## config.mk

```make
export PLATFORM = sky130hd
export DESIGN_NAME = lane_rx_buffer
export DESIGN_NICKNAME = d
export VERILOG_FILES = /design/src/rtl/lane_rx_buffer.sv
export SDC_FILE = /design/constraint.sdc
export NUM_CORES = 1
export LEC_CHECK = 0
export ABC_CLOCK_PERIOD_IN_PS = 3050
export CELL_PAD_IN_SITES_DETAIL_PLACEMENT = 0
export CELL_PAD_IN_SITES_GLOBAL_PLACEMENT = 1
export CORE_UTILIZATION = 52
export CTS_CLUSTER_DIAMETER = 200
export DETAILED_ROUTE_END_ITERATION = 7
export PLACE_DENSITY_LB_ADDON = 0.1
export SETUP_SLACK_MARGIN = 0.3
export SYNTH_ARGS = -nofsm -noshare
export SYNTH_HDL_FRONTEND = slang
export SYNTH_SLANG_ARGS = --single-unit
```

## constraint.sdc

```tcl
create_clock -name clk -period 3.05 [get_ports clk]
set_clock_uncertainty 0.05 [all_clocks]
set_input_delay 0.61 -clock clk [delete_from_list [all_inputs] [get_ports clk]]
set_output_delay 0.61 -clock clk [all_outputs]
set_load 0.05 [all_outputs]
```

## src/rtl/lane_rx_buffer.sv

```systemverilog
// Multi-lane serial receiver: per-lane comma alignment and lock, with data words
// buffered in a per-lane FIFO that the read side drains through a pop handshake.
module lane_rx_buffer #(
  parameter int               LANES        = 2,
  parameter int               WIDTH        = 8,
  parameter logic [WIDTH-1:0] COMMA        = WIDTH'(8'hBC),
  parameter int               ACTIVE_COUNT = 4,
  parameter int               DEPTH        = 8,
  parameter int               AF_LEVEL     = 6,
  parameter int               AE_LEVEL     = 2
) (
  input  logic                   clk,
  input  logic                   reset,
  input  logic [LANES-1:0]       in,
  input  logic [LANES-1:0]       read,
  output logic [LANES*WIDTH-1:0] out,
  output logic [LANES-1:0]       valid_out,
  output logic [LANES-1:0]       active,
  output logic [LANES-1:0]       empty,
  output logic [LANES-1:0]       full,
  output logic [LANES-1:0]       almost_empty,
  output logic [LANES-1:0]       almost_full,
  output logic [LANES-1:0]       overflow
);

  localparam int BC_W  = (WIDTH > 1) ? $clog2(WIDTH) : 1;
  localparam int CC_W  = $clog2(ACTIVE_COUNT + 1);
  localparam int PTR_W = $clog2(DEPTH);
  localparam int CNT_W = PTR_W + 1;

  localparam logic [BC_W-1:0]  BC_LAST = BC_W'(WIDTH - 1);
  localparam logic [CC_W-1:0]  CC_TGT  = CC_W'(ACTIVE_COUNT);
  localparam logic [CNT_W-1:0] CNT_MAX = CNT_W'(DEPTH);
  localparam logic [CNT_W-1:0] CNT_AF  = CNT_W'(AF_LEVEL);
  localparam logic [CNT_W-1:0] CNT_AE  = CNT_W'(AE_LEVEL);

  typedef enum logic [1:0] {HUNT, ALIGN, LOCKED} state_t;

  for (genvar g = 0; g < LANES; g++) begin : g_lane
    logic [WIDTH-2:0] r_sh;
    logic [WIDTH-1:0] w_word;
    state_t           r_state;
    logic [BC_W-1:0]  r_bc;
    logic [CC_W-1:0]  r_cc;
    logic             r_active;
    logic             w_comma, w_bound, w_wr, w_pop, w_acc;

    logic [WIDTH-1:0] r_mem [DEPTH];
    logic [PTR_W-1:0] r_wp, r_rp;
    logic [CNT_W-1:0] r_cnt, w_cnt_nxt;
    logic [WIDTH-1:0] r_out;
    logic             r_vld, r_empty, r_full, r_ae, r_af, r_ovf;

    assign w_word    = {r_sh, in[g]};
    assign w_comma   = (w_word == COMMA);
    assign w_bound   = (r_bc == BC_LAST);
    assign w_wr      = (r_state == LOCKED) && w_bound && !w_comma;
    assign w_pop     = read[g] && !r_empty;
    // A full FIFO still accepts a write when the same edge pops a word.
    assign w_acc     = w_wr && (!r_full || w_pop);
    assign w_cnt_nxt = r_cnt + CNT_W'(w_acc) - CNT_W'(w_pop);

    // Alignment: bit-granular hunt, then word-granular comma counting.
    always_ff @(posedge clk or negedge reset) begin
      if (!reset) begin
        r_sh     <= '0;
        r_state  <= HUNT;
        r_bc     <= '0;
        r_cc     <= '0;
        r_active <= 1'b0;
      end else begin
        r_sh <= w_word[WIDTH-2:0];
        case (r_state)
          HUNT: begin
            if (w_comma) begin
              r_bc <= '0;
              if (ACTIVE_COUNT == 1) begin
                r_state  <= LOCKED;
                r_active <= 1'b1;
              end else begin
                r_state <= ALIGN;
                r_cc    <= CC_W'(1);
              end
            end
          end
          ALIGN: begin
            if (w_bound) begin
              r_bc <= '0;
              if (w_comma) begin
                r_cc <= r_cc + CC_W'(1);
                if ((r_cc + CC_W'(1)) == CC_TGT) begin
                  r_state  <= LOCKED;
                  r_active <= 1'b1;
                end
              end else begin
                r_state <= HUNT;
                r_cc    <= '0;
              end
            end else begin
              r_bc <= r_bc + BC_W'(1);
            end
          end
          LOCKED:  r_bc <= w_bound ? '0 : r_bc + BC_W'(1);
          default: r_state <= HUNT;
        endcase
      end
    end

    always_ff @(posedge clk) begin
      if (w_acc) r_mem[r_wp] <= w_word;
    end

    // FIFO control and registered status, all derived from the next count.
    always_ff @(posedge clk or negedge reset) begin
      if (!reset) begin
        r_wp    <= '0;
        r_rp    <= '0;
        r_cnt   <= '0;
        r_out   <= '0;
        r_vld   <= 1'b0;
        r_empty <= 1'b1;
        r_full  <= 1'b0;
        r_ae    <= 1'b1;
        r_af    <= 1'b0;
        r_ovf   <= 1'b0;
      end else begin
        if (w_acc) r_wp <= r_wp + PTR_W'(1);
        if (w_pop) begin
          r_rp  <= r_rp + PTR_W'(1);
          r_out <= r_mem[r_rp];
        end
        if (w_wr && !w_acc) r_ovf <= 1'b1;
        r_vld   <= w_pop;
        r_cnt   <= w_cnt_nxt;
        r_empty <= (w_cnt_nxt == '0);
        r_full  <= (w_cnt_nxt == CNT_MAX);
        r_af    <= (w_cnt_nxt >= CNT_AF);
        r_ae    <= (w_cnt_nxt <= CNT_AE);
      end
    end

    assign out[g*WIDTH +: WIDTH] = r_out;
    assign valid_out[g]          = r_vld;
    assign active[g]             = r_active;
    assign empty[g]              = r_empty;
    assign full[g]               = r_full;
    assign almost_empty[g]       = r_ae;
    assign almost_full[g]        = r_af;
    assign overflow[g]           = r_ovf;
  end

endmodule

```

==> impl_metrics.env, run 1 <==
export IMPL_ys_async_sr_fraction=0.3846
export IMPL_cp_slowest_cell="dfstp_2"
export IMPL_synth_top_cells_by_area="edfxtp_1 (45%), dfrtp_1 (22%), mux4_2 (8.4%)"
export IMPL_crit_buf_inv=4
export IMPL_cts_tree="done"
export IMPL_p_int_uw=6084
export IMPL_powerDensity_mw_per_mm2=875.5
export IMPL_dr_max_layer_used="met4"
export IMPL_cp_slowest_stage_delay_ns=0.53
export IMPL_post_synth_top_area_cell="edfxtp_1"
export IMPL_placementRows=46
export IMPL_r2r_slack_ns=0.48
export IMPL_postRouteAntennaNets=0
export IMPL_path_clk_slew_ns=0.06
export IMPL_pwr_share_clk=0.314
export IMPL_hpwl_mm=9.543
export IMPL_gp_congestion=0.7781
export IMPL_cts_buffer_depth=3
export IMPL_crit_family="adder cells"
export IMPL_outcome="finished, final reports clean"
export IMPL_drive_gt1_frac=0.1879
export IMPL_initial_core_util=0.5359
export IMPL_drt_initial_drc_count=391
export IMPL_period_share=0.8434
export IMPL_yosys_cell_count_top_type="edfxtp_1"
export IMPL_root_buffer="clkbuf_16"
export IMPL_clock_latency_ns=0.49
export IMPL_ys_top_cells_by_count="edfxtp_1 (128), dfrtp_1 (76), nand2_1 (36)"
export IMPL_die_h_um=130.2
export IMPL_p_comb_frac=0.276
export IMPL_firstDrtPassIters=4
export IMPL_port_buffers=35
export IMPL_yosys_warnings=0
export IMPL_maxCapViolations=0
export IMPL_grt_overflow=0
export IMPL_arrival_ns=2.94
export IMPL_cts_setup_buffers=0
export IMPL_p_sw_uw=2632
export IMPL_die_width_um=130.2
export IMPL_cts_sinks=208
export IMPL_max_slew_margin=0.4378
export IMPL_synth_flop_cell="edfxtp_1"
export IMPL_final_util=0.6244
export IMPL_hold_class="input pin to asynchronous set/reset pin"
export IMPL_cp_cell_sequence="nand2b_1 > inv_1 > ha_1 > inv_1 > ha_1 > inv_1 > fa_1 > inv_1 > or3_1 > nor2b_1"
export IMPL_cp_start_kind="flip-flop"
export IMPL_grt_use_total=0.1893
export IMPL_cpMostUsedCell="inv_1"
export IMPL_placed_cell_area_mm2=0.009200
export IMPL_rsz0062_at_grt="no"
export IMPL_via_per_inst=5.437
export IMPL_wl_met2_mm=6.738
export IMPL_pre_cts_ws_ns=-0.2267
export IMPL_pwr_share_seq=0.410
export IMPL_wire_per_inst_um=18.26
export IMPL_final_setup_worst_slack_ns=0.4777
export IMPL_grt_max_degree=43
export IMPL_period_needed_ns=2.572
export IMPL_area_delta_synth_final_pct=16.50
export IMPL_synth_nets=554
export IMPL_wirelength_mm=14.83
export IMPL_finalHoldViolations=0
export IMPL_ys_seq_area_frac=0.6847
export IMPL_numCtsBuffers=22
export IMPL_syn_area_per_cell_um2=16.43
export IMPL_worst_pin_slew_ns=0.8433
export IMPL_drc_errors=0
export IMPL_sw_frac_of_total=0.3019
export IMPL_postSynthCellCount=520
export IMPL_htreeDepth=1
export IMPL_max_freq_mhz=388.8
export IMPL_synth_seq_cells=208
export IMPL_netlist_area_mm2=0.008544
export IMPL_synth_top_cell_area_share=0.4498
export IMPL_dieArea_mm2=0.01695
export IMPL_vdd_drop_max_v=0.0006414
export IMPL_num_vias=4415
export IMPL_final_nets=615
export IMPL_synth_edff_count=128
export IMPL_ios=36
export IMPL_yosysUniqueCellTypes=52
export IMPL_antenna_found_initial=0
export IMPL_setup_violations=0
export IMPL_grt_pass1_wl_mm=24.13
export IMPL_wl_met3_um=793
export IMPL_total_leakage_power_uw=0.003782
export IMPL_maxSlewViolCount=0
export IMPL_crit_type="flip-flop to flip-flop"
export IMPL_final_area_mm2=0.009955
export IMPL_antenna_cells=0
export IMPL_grt_pass1_vias=4493
export IMPL_end_kind="flip-flop"
export IMPL_wl_met1_mm=7.038
export IMPL_fill_cells=1169
export IMPL_coreArea_mm2=0.01594
export IMPL_critical_path_required_ns=3.42
export IMPL_worstPathMaxFanout=4
## registers in the layout (all words and copies together), names as in the netlist
signal	flops
g_lane.r_active	2
g_lane.r_ae	2
g_lane.r_af	2
g_lane.r_bc	6
g_lane.r_cc	6
g_lane.r_cnt	8
g_lane.r_empty	2
g_lane.r_full	2
g_lane.r_mem	128
g_lane.r_out	16
g_lane.r_ovf	2
g_lane.r_rp	6
g_lane.r_sh	14
g_lane.r_state	4
g_lane.r_vld	2
g_lane.r_wp	6
## power groups by stage
| stage | sequential, µW | combinational [µW] | clock, µW |
|---|---|---|---|
| 3_5_place_dp | 3630 | 2430 | 0 |
| 4_1_cts | 3580 | 2450 | 2790 |
| 5_1_grt | 3620 | 2650 | 2890 |
| 6_report | 3570 | 2410 | 2730 |
| 2_1_floorplan | 3830 | 1600 | 0 |
| 3_3_place_gp | 3620 | 2400 | 0 |
## layer usage
layer / vias up / GRT usage
met1: 2227 / 0.2799
met5: - / 0
li1: 2071 / -
met3: 21 / 0.03157
met2: 96 / 0.2913
met4: 0 / 0.05540
## final cells by class
class / count / area [µm²] / area share
clock buffers: 30 / 631.9 / 0.06347
clock inverters: 9 / 121.4 / 0.01219
inverters: 24 / 90.09 / 0.009050
multi-input cells: 258 / 2404 / 0.2415
flip-flops and latches: 208 / 5851 / 0.5877
well taps: 216 / 270.3 / 0.02715
repair buffers: 67 / 586.8 / 0.05895
## timing repair
action,CTS,global route
cloned,0,0
endpoints found under the setup margin,2,2
gates resized for setup,1,1
hold buffers,0,0
## cell usage in the layout (no fill, tap or decap), drive strengths merged, types with 5 or more instances in the layout
cell type        n
a21o             6
a21oi           11
buf             33
clkbuf          30
clkdlybuf4s50   33
clkinv           5
dfrtp           76
edfxtp         128
ha              26
inv             25
mux2i           16
mux4            32
nand2           37
nand2b           8
nor2            20
nor3             5
o21ai           24
xnor2           11
xor2             5
## cells by family after synthesis
kind of cell,count (synthesis),share of synthesized area
buffers and inverters,54,0.03426
multiplexers,50,0.1057
flip-flops,208,0.6847
AO/OA/AOI/OAI,71,0.06004
AND/OR/NAND/NOR,93,0.05608
XOR/XNOR,16,0.01640
adder cells (fa/ha/maj),28,0.04276
## stage by stage
step | cells | setup TNS (ns) | hold WS, ns | power (µW)
floorplan | 520 | 0 | 0.2644 | 5424
global placement | 773 | -0.5799 | 0.4052 | 6020
detailed placement | 773 | -0.6785 | 0.4080 | 6069
CTS | 812 | 0 | 0.07565 | 8818
global route | 812 | 0 | 0.09806 | 9165
finish | 812 | 0 | 0.06269 | 8716
## worst reg2reg max path, cell delays in order, from the launching register on
cell	delay (ns)
dfstp_2	0.53
nand2b_1	0.24
inv_1	0.10
ha_1	0.29
inv_1	0.05
ha_1	0.15
inv_1	0.05
fa_1	0.47
inv_1	0.05
or3_1	0.38
nor2b_1	0.12
## worst paths after layout
path	cells after the start	start	to
max	10	g_lane[1].r_empty	g_lane[1].r_full
min	1	reset	g_lane[0].r_rp[2]
max reg2reg	10	g_lane[1].r_empty	g_lane[1].r_full
min reg2reg	1	g_lane[0].r_active	g_lane[0].r_active
max in group asynchronous	2	reset	g_lane[1].r_empty
min in group clk	1	g_lane[0].r_active	g_lane[0].r_active
No activity file was read; power rests on OpenSTA's default activity.
==> run 2, diff against run 1 <==
ABC_CLOCK_PERIOD_IN_PS = 2080   (was 3050)
CORE_UTILIZATION = 47   (was 52)
clock period = 2.08 ns   (was 3.05 ns; I/O delays follow)
==> run 2 against run 1 <==
Effect of this change: the flow now finishes with violations (negative setup slack); via count up 4.8%; non-clock buffer count is 52 higher; first-iteration DRC count down 40%; sequential power grew 42%; power grew 50%; sequential cell count is the same; register-to-register slack got worse by 0.75 ns; worst hold slack improved by 0.23 ns; setup slack worse by 0.75 ns; critical endpoint unchanged; largest cell class unchanged.
==> impl_metrics.env, run 2 (synthesized netlist as in run 1, its figures left out) <==
export IMPL_outcome="finished with violations"
export IMPL_violations="negative setup slack"
export IMPL_placementRows=48
export IMPL_end_kind="flip-flop"
export IMPL_antenna_found_initial=0
export IMPL_port_buffers=35
export IMPL_clock_latency_ns=0.49
export IMPL_via_per_inst=5.286
export IMPL_postRouteAntennaNets=0
export IMPL_final_common_cell="edfxtp_1"
export IMPL_wire_per_inst_um=17.81
export IMPL_pwr_share_seq=0.389
export IMPL_rsz0062_at_grt="yes"
export IMPL_hold_class="input pin to asynchronous set/reset pin"
export IMPL_grt_pass1_vias=4826
export IMPL_regMostFlops="g_lane.r_mem"
export IMPL_htreeDepth=1
export IMPL_place_inst=813
export IMPL_sw_frac_of_total=0.3127
export IMPL_area_delta_synth_final_pct=28.53
export IMPL_path_clk_slew_ns=0.06
export IMPL_antenna_cells=0
export IMPL_dieArea_mm2=0.01872
export IMPL_grt_use_total=0.1774
export IMPL_final_area_mm2=0.01098
export IMPL_maxCapViolations=0
export IMPL_period_needed_ns=2.350
export IMPL_period_share=1.130
export IMPL_finalHoldViolations=0
export IMPL_gp_congestion=0.7664
export IMPL_hpwl_mm=10.35
export IMPL_largest_registers="g_lane.r_mem x128, g_lane.r_out x16, g_lane.r_sh x14"
export IMPL_worstPathMaxFanout=4
export IMPL_setup_violations=8
export IMPL_cts_sinks=208
export IMPL_firstDrtPassIters=4
export IMPL_cts_tree="done"
export IMPL_wirelength_mm=15.58
export IMPL_p_sw_uw=4087
export IMPL_vdd_drop_max_v=0.001247
export IMPL_initial_core_util=0.4872
export IMPL_grt_pass1_wl_mm=25.21
export IMPL_cp_start_kind="flip-flop"
export IMPL_cts_buffer_depth=3
export IMPL_p_int_uw=8981
export IMPL_grt_overflow=0
export IMPL_drt_initial_drc_count=234
export IMPL_num_vias=4625
export IMPL_worst_pin_slew_ns=0.5763
export IMPL_coreArea_mm2=0.01754
export IMPL_final_nets=668
export IMPL_largest_reg_flops=128
export IMPL_arrival_ns=2.72
export IMPL_powerDensity_mw_per_mm2=1190
export IMPL_root_buffer="clkbuf_16"
export IMPL_max_slew_margin=0.6158
export IMPL_maxSlewViolCount=0
export IMPL_placed_cell_area_mm2=0.009906
export IMPL_crit_type="flip-flop to flip-flop"
export IMPL_pwr_share_clk=0.275
export IMPL_grt_max_degree=41
export IMPL_die_width_um=136.8
export IMPL_ios=36
export IMPL_drive_gt1_frac=0.3800
export IMPL_final_cells=875
export IMPL_numCtsBuffers=23
export IMPL_drc_errors=0
export IMPL_max_freq_mhz=425.4
export IMPL_total_leakage_power_uw=0.004130
export IMPL_layout_cells_most_common_list="edfxtp_1 (128), dfrtp_1 (76), buf_4 (68)"
export IMPL_final_setup_worst_slack_ns=-0.2705
export IMPL_critical_path_required_ns=2.45
export IMPL_die_h_um=136.8
export IMPL_p_comb_frac=0.337
export IMPL_whs_ns=0.2915
==> run 2: timing repair <==
action / in CTS / in global routing
endpoints found under the setup margin: 172 / 157
pin swaps: 13 / 17
buffers inserted: 9 / 11
hold buffers: 1 / 0
endpoints found under the hold margin: 19 / 0
resized for setup: 100 / 25
==> run 2: final timing paths <==
| check | end | cells after the start | from | slack (ns) |
|---|---|---|---|---|
| max | g_lane[1].r_full | 10 | g_lane[1].r_empty | -0.27 |
| min | g_lane[0].r_out[7] | 2 | reset | 0.29 |
| max reg2reg | g_lane[1].r_full | 10 | g_lane[1].r_empty | -0.27 |
| min reg2reg | g_lane[1].r_active | 1 | g_lane[1].r_active | 0.43 |
| max in group asynchronous | g_lane[0].r_ae | 3 | reset | 1.03 |
| min in group clk | g_lane[1].r_sh[0] | 1 | in[1] | 0.30 |
==> run 2: power groups by stage <==
| stage | registers (µW) | clock network [µW] | logic [µW] |
|---|---|---|---|
| after detailed placement | 5170 | 0 | 4150 |
| after floorplan | 5610 | 0 | 2600 |
| after global routing | 5130 | 3850 | 4770 |
| after CTS | 5090 | 3680 | 4250 |
| after global placement | 5150 | 0 | 4100 |
| final | 5080 | 3590 | 4400 |
==> run 2: stage by stage <==
stage,worst slack (ns),setup TNS (ns),util,total power [µW]
6_report,-0.2705,-0.9652,0.6262,13070
5_1_grt,-0.3437,-2.824,0.6262,13750
4_1_cts,-0.2860,-0.9865,0.6159,13030
3_5_place_dp,-1.015,-81.37,0.5649,9322
3_3_place_gp,-0.9932,-79.44,0.5649,9255
2_1_floorplan,-0.4510,-2.336,-,8214
==> run 2: layout make-up <==
cell class | count | area (µm²)
fill | 1298 | 6555
sequential | 208 | 5851
multi-input combinational | 258 | 2856
timing repair buffer | 119 | 1220
clock buffer | 37 | 648.1
tap | 225 | 281.5
inverter | 24 | 107.6
clock inverter | 4 | 17.52
==> run 2: critical path: stages (launching register included) <==
cell and delay (ns):
dfstp_2 0.55, nand2b_4 0.18, inv_6 0.04, ha_4 0.23
inv_4 0.05, ha_4 0.13, inv_2 0.03, fa_1 0.49
inv_2 0.04, or3_4 0.38, nor2b_1 0.11
==> run 2: metal layers <==
metal,vias to the layer above,global-route usage,part of all wire
li1,2184,-,-
met1,2326,0.2576,0.47
met2,93,0.2778,0.46
met3,22,0.02926,0.049
met4,0,0.05006,0.016
met5,-,0,0
